**config.mk**
```make
export PLATFORM = sky130hd
export DESIGN_NAME = irq_controller_flat
export DESIGN_NICKNAME = d
export VERILOG_FILES = /design/src/rtl/irq_controller_if.sv /design/src/rtl/irq_controller.sv /design/src/flat_wrapper.sv
export SDC_FILE = /design/constraint.sdc
export NUM_CORES = 1
export LEC_CHECK = 0
export ABC_AREA = 1
export BUFFER_PORTS_ARGS = -buffer_cell sky130_fd_sc_hd__clkbuf_2
export CAP_MARGIN = 0
export CORE_MARGIN = 8
export CORE_UTILIZATION = 39
export DETAILED_ROUTE_END_ITERATION = 8
export HOLD_SLACK_MARGIN = 0.12
export SYNTH_ARGS = -nofsm -noshare
export SYNTH_HDL_FRONTEND = slang
export SYNTH_SLANG_ARGS = --single-unit
```
**constraint.sdc**
```tcl
create_clock -name clock -period 2.1 [get_ports clock]
set_clock_uncertainty 0.1 [all_clocks]
set_input_delay 0.105 -clock clock [delete_from_list [all_inputs] [get_ports clock]]
set_output_delay 0.105 -clock clock [all_outputs]
set_load 0.005 [all_outputs]
```
**src/rtl/irq_controller_if.sv**
```systemverilog
// Request/ack/register bus between the interrupt controller (slave) and the core/bus side (master).
interface irq_controller_if #(
  parameter int NSRC = 8,
  parameter int DW   = 16
);
  logic [NSRC-1:0] req;
  logic            ack;
  logic            eoi;
  logic            wr_en;
  logic [1:0]      addr;
  logic [DW-1:0]   wr_data;
  logic [DW-1:0]   rd_data;
  logic            interrupt;
  logic [2:0]      irq;
  logic            in_service;

  modport slave  (input  req, ack, eoi, wr_en, addr, wr_data,
                  output rd_data, interrupt, irq, in_service);
  modport master (output req, ack, eoi, wr_en, addr, wr_data,
                  input  rd_data, interrupt, irq, in_service);
endinterface

```
**src/rtl/irq_controller.sv**
```systemverilog
// Edge-latched, masked, fixed-priority interrupt controller feeding the MCU core.
// Optional periodic tick on line NSRC-1 when INTC_TICK_EN is defined.
module irq_controller #(
  parameter int NSRC = 8,
  parameter int DW   = 16
`ifdef INTC_TICK_EN
  , parameter logic [15:0] TICK_RELOAD = 16'd25
`endif
) (
  input  logic            clock,
  input  logic            reset,
  irq_controller_if.slave bus
);

  typedef enum logic [1:0] {IDLE, REQ, SERVICE} state_t;

  state_t          state;
  logic [NSRC-1:0] req_d, mask, pending;
  logic [NSRC-1:0] set, clr, active;
  logic [7:0]      mask8, pend8, onehot;
  logic [2:0]      sel, irq_q;
  logic            int_q, insvc_q;
  logic [DW-1:0]   rd_q, rd_next;
  logic            tick;
  logic            unused_wr_bits;

  assign unused_wr_bits = ^bus.wr_data;

`ifdef INTC_TICK_EN
  logic [15:0] tick_reload, tick_cnt;

  // Reload 0 parks the counter and suppresses the tick entirely.
  always_ff @(posedge clock or posedge reset) begin
    if (reset) begin
      tick_reload <= TICK_RELOAD;
      tick_cnt    <= TICK_RELOAD;
    end else if (bus.wr_en && bus.addr == 2'd2) begin
      tick_reload <= bus.wr_data[15:0];
      tick_cnt    <= bus.wr_data[15:0];
    end else if (tick_reload != 16'd0) begin
      tick_cnt <= (tick_cnt == 16'd0) ? tick_reload : tick_cnt - 16'd1;
    end
  end

  assign tick = (tick_reload != 16'd0) && (tick_cnt == 16'd0);
`else
  assign tick = 1'b0;
`endif

  always_comb begin
    set = bus.req & ~req_d;
`ifdef INTC_TICK_EN
    set[NSRC-1] = tick;
`endif
  end

  assign mask8  = 8'(mask);
  assign pend8  = 8'(pending);
  assign onehot = 8'd1 << irq_q;
  assign active = pending & mask;

  always_comb begin
    clr = '0;
    if (bus.wr_en && bus.addr == 2'd1) clr = bus.wr_data[NSRC-1:0];
    if (state == REQ && bus.ack)       clr = clr | onehot[NSRC-1:0];
  end

  // Index 0 wins: scan from the top so the lowest set bit is written last.
  always_comb begin
    sel = '0;
    for (int i = NSRC - 1; i >= 0; i--)
      if (active[i]) sel = 3'(i);
  end

  always_comb begin
    rd_next = '0;
    case (bus.addr)
      2'd0: rd_next = DW'(mask);
      2'd1: rd_next = DW'(pending);
`ifdef INTC_TICK_EN
      2'd2: rd_next = DW'(tick_reload);
`endif
      default: rd_next = '0;
    endcase
  end

  always_ff @(posedge clock or posedge reset) begin
    if (reset) begin
      req_d   <= '0;
      mask    <= '0;
      pending <= '0;
      rd_q    <= '0;
    end else begin
      req_d   <= bus.req;
      pending <= (pending & ~clr) | set;
      rd_q    <= rd_next;
      if (bus.wr_en && bus.addr == 2'd0) mask <= bus.wr_data[NSRC-1:0];
    end
  end

  always_ff @(posedge clock or posedge reset) begin
    if (reset) begin
      state   <= IDLE;
      int_q   <= 1'b0;
      irq_q   <= '0;
      insvc_q <= 1'b0;
    end else begin
      case (state)
        IDLE: if (active != '0) begin
          state <= REQ;
          irq_q <= sel;
          int_q <= 1'b1;
        end
        REQ: if (bus.ack) begin
          state   <= SERVICE;
          int_q   <= 1'b0;
          insvc_q <= 1'b1;
        end else if (!mask8[irq_q] || !pend8[irq_q]) begin
          state <= IDLE;
          int_q <= 1'b0;
        end
        SERVICE: if (bus.eoi) begin
          state   <= IDLE;
          insvc_q <= 1'b0;
        end
        default: state <= IDLE;
      endcase
    end
  end

  assign bus.interrupt  = int_q;
  assign bus.irq        = irq_q;
  assign bus.in_service = insvc_q;
  assign bus.rd_data    = rd_q;

endmodule

```
**src/flat_wrapper.sv**
```systemverilog
// flat-port wrapper written by rule: the top's interface ports become plain ports
module irq_controller_flat 
#(
  parameter int NSRC = 8,
  parameter int DW   = 16

)
  (clock, reset, bus_req, bus_ack, bus_eoi, bus_wr_en, bus_addr, bus_wr_data, bus_rd_data, bus_interrupt, bus_irq, bus_in_service);
  irq_controller_if #(.NSRC(NSRC), .DW(DW)) bus_i ();
  input  logic clock;
  input  logic reset;
  input wire logic [$bits(bus_i.req)-1:0] bus_req;
  input wire logic [$bits(bus_i.ack)-1:0] bus_ack;
  input wire logic [$bits(bus_i.eoi)-1:0] bus_eoi;
  input wire logic [$bits(bus_i.wr_en)-1:0] bus_wr_en;
  input wire logic [$bits(bus_i.addr)-1:0] bus_addr;
  input wire logic [$bits(bus_i.wr_data)-1:0] bus_wr_data;
  output wire logic [$bits(bus_i.rd_data)-1:0] bus_rd_data;
  output wire logic [$bits(bus_i.interrupt)-1:0] bus_interrupt;
  output wire logic [$bits(bus_i.irq)-1:0] bus_irq;
  output wire logic [$bits(bus_i.in_service)-1:0] bus_in_service;
  assign bus_i.req = bus_req;
  assign bus_i.ack = bus_ack;
  assign bus_i.eoi = bus_eoi;
  assign bus_i.wr_en = bus_wr_en;
  assign bus_i.addr = bus_addr;
  assign bus_i.wr_data = bus_wr_data;
  assign bus_rd_data = bus_i.rd_data;
  assign bus_interrupt = bus_i.interrupt;
  assign bus_irq = bus_i.irq;
  assign bus_in_service = bus_i.in_service;
  irq_controller #(.NSRC(NSRC), .DW(DW)) u_core (.clock(clock), .reset(reset), .bus(bus_i));
endmodule
```
=== Word-level counts from Yosys, hierarchy flattened ===
Index checks and enable logic that the tools add are counted.

* Muxes and demuxes: 27
* Bitwise operators: 7
* Shift operators: 1
* Div/mod/pow operators: 0
* Multiply operators: 0
* $add $sub $neg: 0
* $lt $le $gt $ge: 1
* Equal/unequal tests: 7
* Reduce and logical (&&, ||, !) cells: 15

{| class="wikitable"
|+ Operators by type and width
! operator !! number
|-
| $and 8x8->8 || 3
|-
| $mux 3 || 8
|-
| $mux 8 || 2
|-
| $not 8->8 || 2
|-
| $or 8x8->8 || 2
|-
| $pmux 8 s2 || 1
|-
| $reduce_and 3->1 || 3
|-
| $mux 2 || 4
|-
| $reduce_bool 8->1 || 1
|-
| $shl 1x3->8 const A || 1
|-
| $mux 1 || 7
|-
| $bmux 1 s3 || 2
|-
| $pmux 2 s3 || 1
|-
| $eq 2x1->1 const B || 2
|-
| $logic_not 2->1 || 2
|-
| $lt 3x4->1 const B || 1
|-
| $ne 2x2->1 const B || 2
|-
| $pmux 1 s2 || 2
|-
| $reduce_bool 2->1 || 2
|-
| $logic_and 1x1->1 || 3
|-
| $ne 3x3->1 const B || 1
|-
| $eq 2x2->1 const B || 1
|-
| $logic_not 1->1 || 2
|-
| $ne 2x1->1 const B || 1
|-
| other kinds (2) || 2
|}

* Input port bits: 31
* ROM bits: 0
* RAM bits: 0
* Word-level logic and storage cells: 66
* Memories kept: 0
* Latch bits: 0
* Flip-flop bits (word level): 39
* Output and inout bits: 21

=== Logic depth before layout (Yosys ltp) ===
Gate-level depths: netlist (run 1).

* Word-level depth: 9
* Mapped depth: 11
* Depth with buffers taken out: 11

=== Least setup slack after synthesis (run 1) ===
Ideal clock, no wire load.

* Kind: register to register
* From: register u_core.irq_q[0] (netlist: u_core.bus.irq[0])
* To: register u_core.int_q (netlist: u_core.bus.interrupt)
* Data required time: 1884 ps
* Setup slack: 835 ps
* Arrival: 1049 ps
* Stages on the path, launching flop included: 12
* Buffers on the path: 1
* Library setup time: 116 ps
* Path through: dfrtp_1 -> buf_6 -> nand2_1 -> nand2_1 -> nand2_1 -> nand2_1 -> nand2_1 -> nand2_1 -> nand3_1 -> nand2_1 -> nand2_1 -> nand2_1

* Word-level cells in the longest chain between the ends: 6

{| class="wikitable"
|+ Ends and longest elaborated chain
! element !! line !! text
|-
| from (decl) || irq_controller.sv:21 || <nowiki>logic [2:0] sel, irq_q;</nowiki>
|-
| from (signal assigned) || irq_controller.sv:111 || <nowiki>irq_q <= sel;</nowiki>
|-
| $bmux 1 s3 || irq_controller.sv:118 || <nowiki>end else if (!mask8[irq_q] || !pend8[irq_q]) begin</nowiki>
|-
| $mux 1 (implied by the code) || irq_controller.sv:118 ||
|-
| $logic_not 1->1 || irq_controller.sv:118 ||
|-
| $logic_or 1x1->1 (*) || irq_controller.sv:118 ||
|-
| $ne 3x3->1 (no source line) (*) || n/a ||
|-
| $reduce_and 3->1 (no source line) (*) || n/a ||
|-
| to (signal assigned) || irq_controller.sv:112 || <nowiki>int_q <= 1'b1;</nowiki>
|-
| to (signal assigned) || irq_controller.sv:116 || <nowiki>int_q <= 1'b0;</nowiki>
|-
| to (signal assigned) || irq_controller.sv:120 || <nowiki>int_q <= 1'b0;</nowiki>
|-
| to (decl) || irq_controller.sv:22 || <nowiki>logic int_q, insvc_q;</nowiki>
|}

Every way passes the cells marked *; elsewhere a longest branch is shown, timed or not. The select of a mux whose other input is x is not followed.
A chain may end at the register's enable or synchronous reset.

=== Worst setup path after layout (run 1) ===
* From: input bus_addr[0]
* To: register u_core.rd_q[0] (netlist: u_core.bus.rd_data[0])

* Word-level cells in the longest chain between the ends: 2

{| class="wikitable"
|+ Ends and longest elaborated chain
! element !! line !! text
|-
| from (decl) || flat_wrapper.sv:16 || <nowiki>input wire logic [$bits(bus_i.addr)-1:0] bus_addr;</nowiki>
|-
| $eq 2x1->1 or $logic_not 2->1 (tied branches) || irq_controller.sv:77 || <nowiki>case (bus.addr)</nowiki>
|-
| $pmux 8 s2 (*) || irq_controller.sv:77 ||
|-
| via u_core.rd_next[0] || irq_controller.sv:23 || <nowiki>logic [DW-1:0] rd_q, rd_next;</nowiki>
|-
| to (signal assigned) || irq_controller.sv:96 || <nowiki>rd_q <= rd_next;</nowiki>
|-
| to (decl) || irq_controller.sv:23 ||
|}

The timed path passes the listed nets; every way through them passes the cells marked *.

==> impl_metrics.ini, run 1 <==
[placement]
dp_cells = 310
dpl.hpwl_um = 3070
post_dp_cell_area_sq_um = 2040
portBuffers = 35
dpl_worst_slack_ns = 0.580
globalplace.congestion = 0.854

[clock_tree]
hold_buffers = 22
post-cts-setup-buffers = 0
clock-sinks = 39
clockBufferDepth = 2
cts_resized = 0
cts_root_buffer = clkbuf_8
insertion_delay_ns = 0.29
numCtsBuffers = 5
cts_max_level = 2
cts_tree = built
clk_pin_slew_ns = 0.07

[finish]
drive_gt1_share_pct = 19.9
multiInputGateArea_sq_um = 691
finalCoreUtilization_pct = 50.6
seqCellArea_sq_um = 976
fin_nets = 316
n_antenna_cell = 0
stdcell_area_sq_um = 2340
fin_cells = 340
fillCellCount = 467
syn_to_final_growth_pct = 27.8

[critical_path]
slowest_stage = dlygate4sd3_1
crit_chain = dlygate4sd3_1 > clkbuf_2 > inv_2 > nor2_4 > dlygate4sd3_1 > inv_2 > o22ai_1
critPathLaunchType = input port
cp_max_fo = 5
required_ns = 2.21
end_kind = flop
reg2reg_depth = 11
critical_path_class = input port to flop
arrival_ns = 1.79
max_stage_delay_ns = 0.67

[die]
die_area_sq_um = 7150
die_w_um = 84.6
die_h_um = 84.6
fp-row-count = 25
fp.coreArea_sq_um = 4630
initial_core_util_pct = 39.6
pin_count = 52

[yosys]
synth.avg_cell_area_sq_um = 8.26
ys_top_cells_by_area = dfrtp_1 (53%), nand2_1 (16%), inv_1 (4.9%)
synth-seq-area-share_pct = 53.2
syn_inst = 222
synthTopCellsByCount = nand2_1 (78), dfrtp_1 (39), inv_1 (24)
synth_top_area_share_pct = 53.2
synth.most_common_cell = nand2_1
syn_area_sq_um = 1830
synth_warnings = 0
synth_edf_count = 0
yosysTopAreaCell = dfrtp_1
ys_types = 25
synth-seq-cells = 39
yosys_most_used_dff = dfrtp_1
async_reset_ff_share_pct = 100

[sta]
fmax_ghz = 0.597
min_period_ns = 1.67
tns_ns = 0
rsz0062_at_grt = false
whs_ns = 0.174
min_period_over_period_pct = 79.7
setup_slack_ns = 0.426
maxSlewViolCount = 0
finalHoldViolCount = 0
setup_viol = 0

[detailed_routing]
vias = 1579
avgRoutedWirePerCell_um = 12.3
detail_route.first_pass.iterations = 4
vias_per_cell = 4.64
drc = 0
wl_um = 4200
ant_nets = 0
drt_iter0_drc = 114

[power]
p_total_mw = 2.34
seqPwrFrac_pct = 45.7
cellPowerDensity_nw_per_um2 = 1000
clkPwrFrac_pct = 20.4
p_leak_nw = 1.25
combPwrFrac_pct = 33.9
p_sw_mw = 0.880
sw_frac_of_total_pct = 37.5
p_int_mw = 1.46
vdd_drop_max_uv = 360

[job]
drv_cap = 0

[global_routing]
grt_pass1_vias = 1588
grt_pass1_wl_um = 7360
overflow = 0
track_usage_pct = 13.0
antenna_found_initial = 0
grt_max_degree = 40

[status]
outcome = completed

[worst_hold_path]
hp-class = input port to flop
worstHoldPathCells = 3
## worst paths after layout
path                       slack [ns]               from                     to
setup / recovery                 0.43        bus_addr[0]  u_core.bus.rd_data[0]
hold / removal                   0.17          bus_wr_en         u_core.mask[5]
setup reg to reg                 0.57  u_core.bus.irq[0]   u_core.bus.interrupt
hold reg to reg                  0.31    u_core.req_d[0]        u_core.pend8[0]
max in group asynchronous        1.20              reset  u_core.bus.rd_data[4]
min in group asynchronous        0.36              reset        u_core.req_d[4]
## power groups by stage
stage | Clock (mW) | Combinational, mW | Sequential (mW)
2_1_floorplan | 0 | 0.587 | 1.03
3_3_place_gp | 0 | 0.759 | 1.08
3_5_place_dp | 0 | 0.771 | 1.08
4_1_cts | 0.507 | 0.807 | 1.07
5_1_grt | 0.537 | 0.934 | 1.09
6_report | 0.479 | 0.794 | 1.07
## placed cells by master, fill, tap and decap left out
master         netlist  routed
nand2_1             78      78
dfrtp_1             39      39
clkbuf_2             0      35
inv_1               24      24
dlygate4sd3_1        0      22
o21ai_1             17      17
nor2_1               8       8
conb_1               1       8
inv_2                7       7
o22ai_1              6       6
clkbuf_8             0       5
a21oi_1              4       4
nor3_1               4       4
o311ai_1             4       4
nand3_1              4       4
a22o_1               3       3
nor2_2               2       2
nand2_2              2       2
o21ai_0              2       2
nand4_1              2       2
clkbuf_1             0       2
buf_4                8       2
nor2_4               1       1
a21oi_2              1       1
a21boi_1             1       1
a31o_2               1       1
o32a_1               1       1
clkinv_2             0       1
## final cells by class
type,instances,area share [%]
tap,54,2.88
timing repair buffer,59,17.5
multi-input combinational,149,29.5
clock buffer,7,3.26
inverter,31,4.97
clock inverter,1,0.214
sequential,39,41.7
## sequential cells by signal, indices dropped and copies added, names as in the netlist
signal	flops
u_core.bus.rd_data	8
u_core.mask	8
u_core.pend8	8
u_core.req_d	8
u_core.bus.irq	3
u_core.state	2
u_core.bus.in_service	1
u_core.bus.interrupt	1
## critical path, delay by kind of cell
family,cells,cell delay [ns]
and+or+nand+nor,1,0.11
AOI/OAI and AO/OA,1,0.12
buffers and inverters,5,1.46
## cells by family after synthesis
group,after synthesis,share of synthesized area (%)
and+or+nand+nor,101,22.5
buffers and inverters,41,10.5
AOI/OAI and AO/OA,40,13.6
DFF,39,53.2
other,1,0.205
## layer usage
metal	routed length, um	GRT usage (%)	vias to the layer above
met5	0	0	-
met4	106	7.28	0
met3	288	3.80	7
met2	1910	20.5	47
met1	1890	15.4	700
li1	-	-	825
No activity file was read; power rests on OpenSTA's default activity.
==> run 2: changes to the inputs <==
- PLACE_DENSITY: unset -> 0.65
- clock period: 2.1 -> 1.5 ns (I/O delays scaled with it)
==> impl_metrics.ini, run 2 (same netlist as run 1, synthesis figures left out) <==
[clock_tree]
clk_pin_slew_ns = 0.07
insertion_delay_ns = 0.29
cts_max_level = 2
cts_root_buffer = clkbuf_8
cts_tree = built
numCtsBuffers = 5
clock-sinks = 39
clockBufferDepth = 2

[global_routing]
grt_pass1_wl_um = 7440
grt_max_degree = 40
overflow = 0
antenna_found_initial = 0
grt_pass1_vias = 1611
track_usage_pct = 13.1

[detailed_routing]
vias_per_cell = 4.76
wl_um = 4480
avgRoutedWirePerCell_um = 13.0
ant_nets = 0
drc = 0
detail_route.first_pass.iterations = 4
vias = 1646
drt_iter0_drc = 129

[sta]
setup_viol = 0
min_period_ns = 1.43
whs_ns = 0.149
rsz0062_at_grt = true
min_period_over_period_pct = 95.1
finalHoldViolCount = 0
maxSlewViolCount = 0
fmax_ghz = 0.701

[critical_path]
critical_path_class = flop to flop
cp_common_cell = nand2_1
path_buf_inv = 2
critPathTopFamily = flip-flops
arrival_ns = 1.50
reg2reg_depth = 10
required_ns = 1.58
worst-path-stages = 10
slowest_stage = dfrtp_2
end_kind = flop
crit_chain = buf_4 > nand2_1 > nand2_1 > nand2_1 > nand2_2 > nand2_2 > nand2_2 > buf_4 > nand4_1 > nand2_1
cp_max_fo = 5
critPathLaunchType = flop
max_stage_delay_ns = 0.46

[power]
clkPwrFrac_pct = 17.5
p_leak_nw = 1.30
p_sw_mw = 1.36
vdd_drop_max_uv = 648
seqPwrFrac_pct = 40.3
p_int_mw = 2.24
combPwrFrac_pct = 42.2
cellPowerDensity_nw_per_um2 = 1470
sw_frac_of_total_pct = 37.9

[finish]
fin_cells = 346
layout_commonest_cell = nand2_1
final_cell_mix = nand2_1 (69), dfrtp_1 (38), clkbuf_2 (35)
seqCellArea_sq_um = 977
n_antenna_cell = 0
syn_to_final_growth_pct = 33.7
multiInputGateArea_sq_um = 739
fillCellCount = 445
drive_gt1_share_pct = 26.7
stdcell_area_sq_um = 2450
fin_nets = 324

[placement]
post_dp_cell_area_sq_um = 2090
globalplace.congestion = 0.842
portBuffers = 35
dp_cells = 316
dpl.hpwl_um = 3240

[job]
drv_cap = 0

[worst_hold_path]
hp-class = input port to flop
worstHoldPathCells = 3

[die]
fp.coreArea_sq_um = 4630
die_h_um = 84.6
fp-row-count = 25
die_area_sq_um = 7150
die_w_um = 84.6
pin_count = 52
initial_core_util_pct = 39.6

[status]
outcome = completed
==> run 2: cell count changes in the layout (fill, tap and decap cells not counted), moves of 2 or more <==
cell / delta
nand2_1: -9
buf_4: +7
nand2_2: +8
buf_6: +2
==> run 2: power groups by stage <==
stage          clock network (mW)  logic [mW]  registers [mW]
2_1_floorplan                   0       0.822            1.45
4_1_cts                     0.651        1.31            1.43
6_report                    0.630        1.52            1.45
3_3_place_gp                    0        1.22            1.44
3_5_place_dp                    0        1.24            1.45
5_1_grt                     0.708        1.72            1.47
==> run 2: repair_timing <==
item                                    in CTS  in global routing
pin swaps                                    0                  5
hold buffers                                21                  0
hold endpoints to repair                    75                  0
gates resized for setup                      1                 17
buffers inserted                             0                  3
endpoints found under the setup margin       1                  9
==> run 2: path summary, 6_finish.rpt <==
kind	slack [ns]	endpoint	from
min in group asynchronous	0.34	u_core.pend8[4]	reset
worst max-delay path	0.07	u_core.state[0]	u_core.bus.irq[0]
max in group asynchronous	0.60	u_core.bus.irq[0]	reset
worst min register to register	0.31	u_core.pend8[1]	u_core.req_d[1]
worst min-delay path	0.15	u_core.mask[5]	bus_wr_en
worst max register to register	0.07	u_core.state[0]	u_core.bus.irq[0]
==> run 2: area by class of cell <==
cell class,instances,area share (%)
clock buffers,6,2.96
inverters,31,4.85
multi-input cells,149,30.2
flip-flops and latches,39,39.9
well taps,54,2.76
repair buffers,67,19.4
==> run 2: metrics by stage <==
stage	TNS (ns)	utilization (%)	setup slack, ns	power (mW)
detailed placement	0	45.1	0.0183	2.69
floorplan	0	-	0.235	2.27
global placement	0	45.1	0.0835	2.66
finish	0	52.9	0.0741	3.60
global route	-0.0296	52.9	-0.0176	3.90
CTS	0	51.3	0.0361	3.39
==> run 2: metal layers <==
metal | vias up | share of wire, % | global-route usage [%] | wire [um]
li1 | 834 | - | - | -
met1 | 762 | 43 | 14.8 | 1910
met2 | 42 | 49 | 21.8 | 2190
met3 | 8 | 6.6 | 4.88 | 297
met4 | 0 | 1.9 | 5.34 | 84
met5 | - | 0 | 0 | 0
==> run 2: worst register-to-register path, delay by kind of cell (launching register included) <==
family | cells | cell delay, ns
flops | 1 | 0.46
buf+inv | 2 | 0.29
simple gates | 8 | 0.46
==> run 3: changes to the inputs <==
- ABC_AREA: 1 -> 0
==> impl_metrics.ini, run 3 <==
[status]
outcome = finished, violations left
violations = setup timing

[critical_path]
critical_path_class = flop to flop
end_kind = flop
crit_chain = and2_4 > mux4_2 > nor2b_4 > o31ai_1
slowest_stage = mux4_2
required_ns = 1.56
arrival_ns = 1.57
reg2reg_depth = 4
max_stage_delay_ns = 0.50
critPathLaunchType = flop
reg2reg_slack_ns = -0.01
cp_max_fo = 4

[sta]
min_period_ns = 1.51
rsz0062_at_grt = true
setup_viol = 2
fmax_ghz = 0.660
maxSlewViolCount = 0
min_period_over_period_pct = 101
setup_slack_ns = -0.0141
finalHoldViolCount = 0

[yosys]
ys_types = 35
ys_top_cells_by_area = dfrtp_1 (54%), mux2_2 (5.0%), mux2i_1 (4.4%)
synth_warnings = 0
synth.most_common_cell = dfrtp_1
async_reset_ff_share_pct = 100
syn_area_sq_um = 1810
yosysTopAreaCell = dfrtp_1
yosys_most_used_dff = dfrtp_1
synth.avg_cell_area_sq_um = 10.7
synth-seq-area-share_pct = 53.9
synth-seq-cells = 39
synth_edf_count = 0
syn_inst = 169
synthTopCellsByCount = dfrtp_1 (39), nand2_1 (20), inv_1 (13)
synth_top_area_share_pct = 53.9

[global_routing]
overflow = 0
grt_max_degree = 40
track_usage_pct = 11.6
grt_pass1_wl_um = 6790
antenna_found_initial = 0
grt_pass1_vias = 1520

[clock_tree]
cts_tree = built
numCtsBuffers = 5
insertion_delay_ns = 0.29
clockBufferDepth = 2
cts_max_level = 2
clk_pin_slew_ns = 0.08
clock-sinks = 39
cts_root_buffer = clkbuf_8

[finish]
syn_to_final_growth_pct = 34.0
finalCoreUtilization_pct = 55.0
final_cell_mix = dfrtp_1 (38), clkbuf_2 (35), dlygate4sd3_1 (21)
drive_gt1_share_pct = 31.1
fin_nets = 274
fillCellCount = 420
n_antenna_cell = 0
layout_commonest_cell = dfrtp_1

[job]
drv_cap = 0

[power]
p_leak_nw = 1.17
vdd_drop_max_uv = 718
cellPowerDensity_nw_per_um2 = 1430

[detailed_routing]
wl_um = 3890
drc = 0
drt_iter0_drc = 58
avgRoutedWirePerCell_um = 13.1
ant_nets = 0
detail_route.first_pass.iterations = 4
vias = 1403
vias_per_cell = 4.74

[placement]
dpl.hpwl_um = 2980
portBuffers = 35
dpl_worst_slack_ns = 0.00737
globalplace.congestion = 0.840

[die]
pin_count = 52
die_h_um = 84.2
fp.coreArea_sq_um = 4410
die_w_um = 84.2
die_area_sq_um = 7080
fp-row-count = 24
initial_core_util_pct = 41.0

[worst_hold_path]
hp-class = input port to flop
worstHoldPathCells = 4
run 3: cell types whose count changed after synthesis, moves of 5 or more:
cell,delta
inv_2,-7
o21ai_0,+7
inv_1,-11
o211ai_1,+6
o21ai_1,-16
mux2_2,+8
nand2_1,-58
mux2i_1,+8
o22ai_1,-5
run 3: kinds of logic (layout without fill, tap and decap cells):
| kind of cell | Yosys count | after routing | share of synthesized area (%) |
|---|---|---|---|
| AOI/OAI and AO/OA | 38 | 38 | 13.7 |
| buffers and inverters | 26 | 94 | 7.87 |
| DFF | 39 | 39 | 53.9 |
| muxes | 17 | 17 | 10.6 |
| other | 1 | 8 | 0.207 |
| and+or+nand+nor | 48 | 48 | 13.7 |
run 3: final timing paths:
| kind | from | to |
|---|---|---|
| worst max-delay path | u_core.pend8[7] | u_core.bus.interrupt |
| worst min-delay path | bus_addr[0] | u_core.bus.rd_data[6] |
| worst max register to register | u_core.pend8[7] | u_core.bus.interrupt |
| worst min register to register | u_core.req_d[0] | u_core.pend8[0] |
| max in group asynchronous | reset | u_core.bus.irq[2] |
| min in group asynchronous | reset | u_core.bus.rd_data[6] |
run 3: power by group:
part	internal, mW	switching (mW)	leakage, nW
Sequential	1.29	0.261	0.452
Clock	0.325	0.357	0.0412
Combinational	0.691	0.553	0.674
Total	2.30	1.17	1.17
run 3: per-layer routing:
layer,GRT usage [%],vias to the layer above,wire length (um),part of all wire [%]
li1,-,716,-,-
met4,5.49,0,76,2.0
met3,3.19,7,171,4.4
met1,13.8,651,1690,43
met2,19.1,29,1950,50
met5,0,-,0,0
run 3: repair_timing:
action | CTS | global route
endpoints found under the setup margin | 2 | 6
hold buffers | 21 | 0
pin swaps | 0 | 1
endpoints found under the hold margin | 75 | 0
gates resized for setup | 2 | 4
buffers inserted | 2 | 0
run 3: layout make-up:
| cell class | count | area (sq um) | area share (%) |
|---|---|---|---|
| Multi-Input combinational cell | 111 | 734 | 30.3 |
| Timing Repair Buffer | 73 | 517 | 21.3 |
| Clock inverter | 2 | 12.5 | 0.515 |
| Sequential cell | 39 | 977 | 40.3 |
| Inverter | 13 | 48.8 | 2.01 |
| Tap cell | 52 | 65.1 | 2.68 |
| Clock buffer | 6 | 72.6 | 2.99 |
run 3: critical path, delay by kind of cell (launching register included):
kind / cells / cell delay [ns]
simple gates: 2 / 0.30
mux: 1 / 0.50
compound gates: 1 / 0.07
flops: 1 / 0.42
run 3: metrics by stage:
stage | power [mW] | cells | TNS, ns | hold slack, ns | instance area, sq um
4_1_cts | 3.46 | 296 | -0.00909 | 0.204 | 2410
3_3_place_gp | 2.67 | 265 | 0 | 0.0988 | 2100
5_1_grt | 3.75 | 296 | -0.275 | 0.217 | 2430
6_report | 3.47 | 296 | -0.0168 | 0.203 | 2430
2_1_floorplan | 2.24 | 176 | 0 | 0.00643 | 1840
3_5_place_dp | 2.70 | 265 | 0 | 0.0987 | 2100
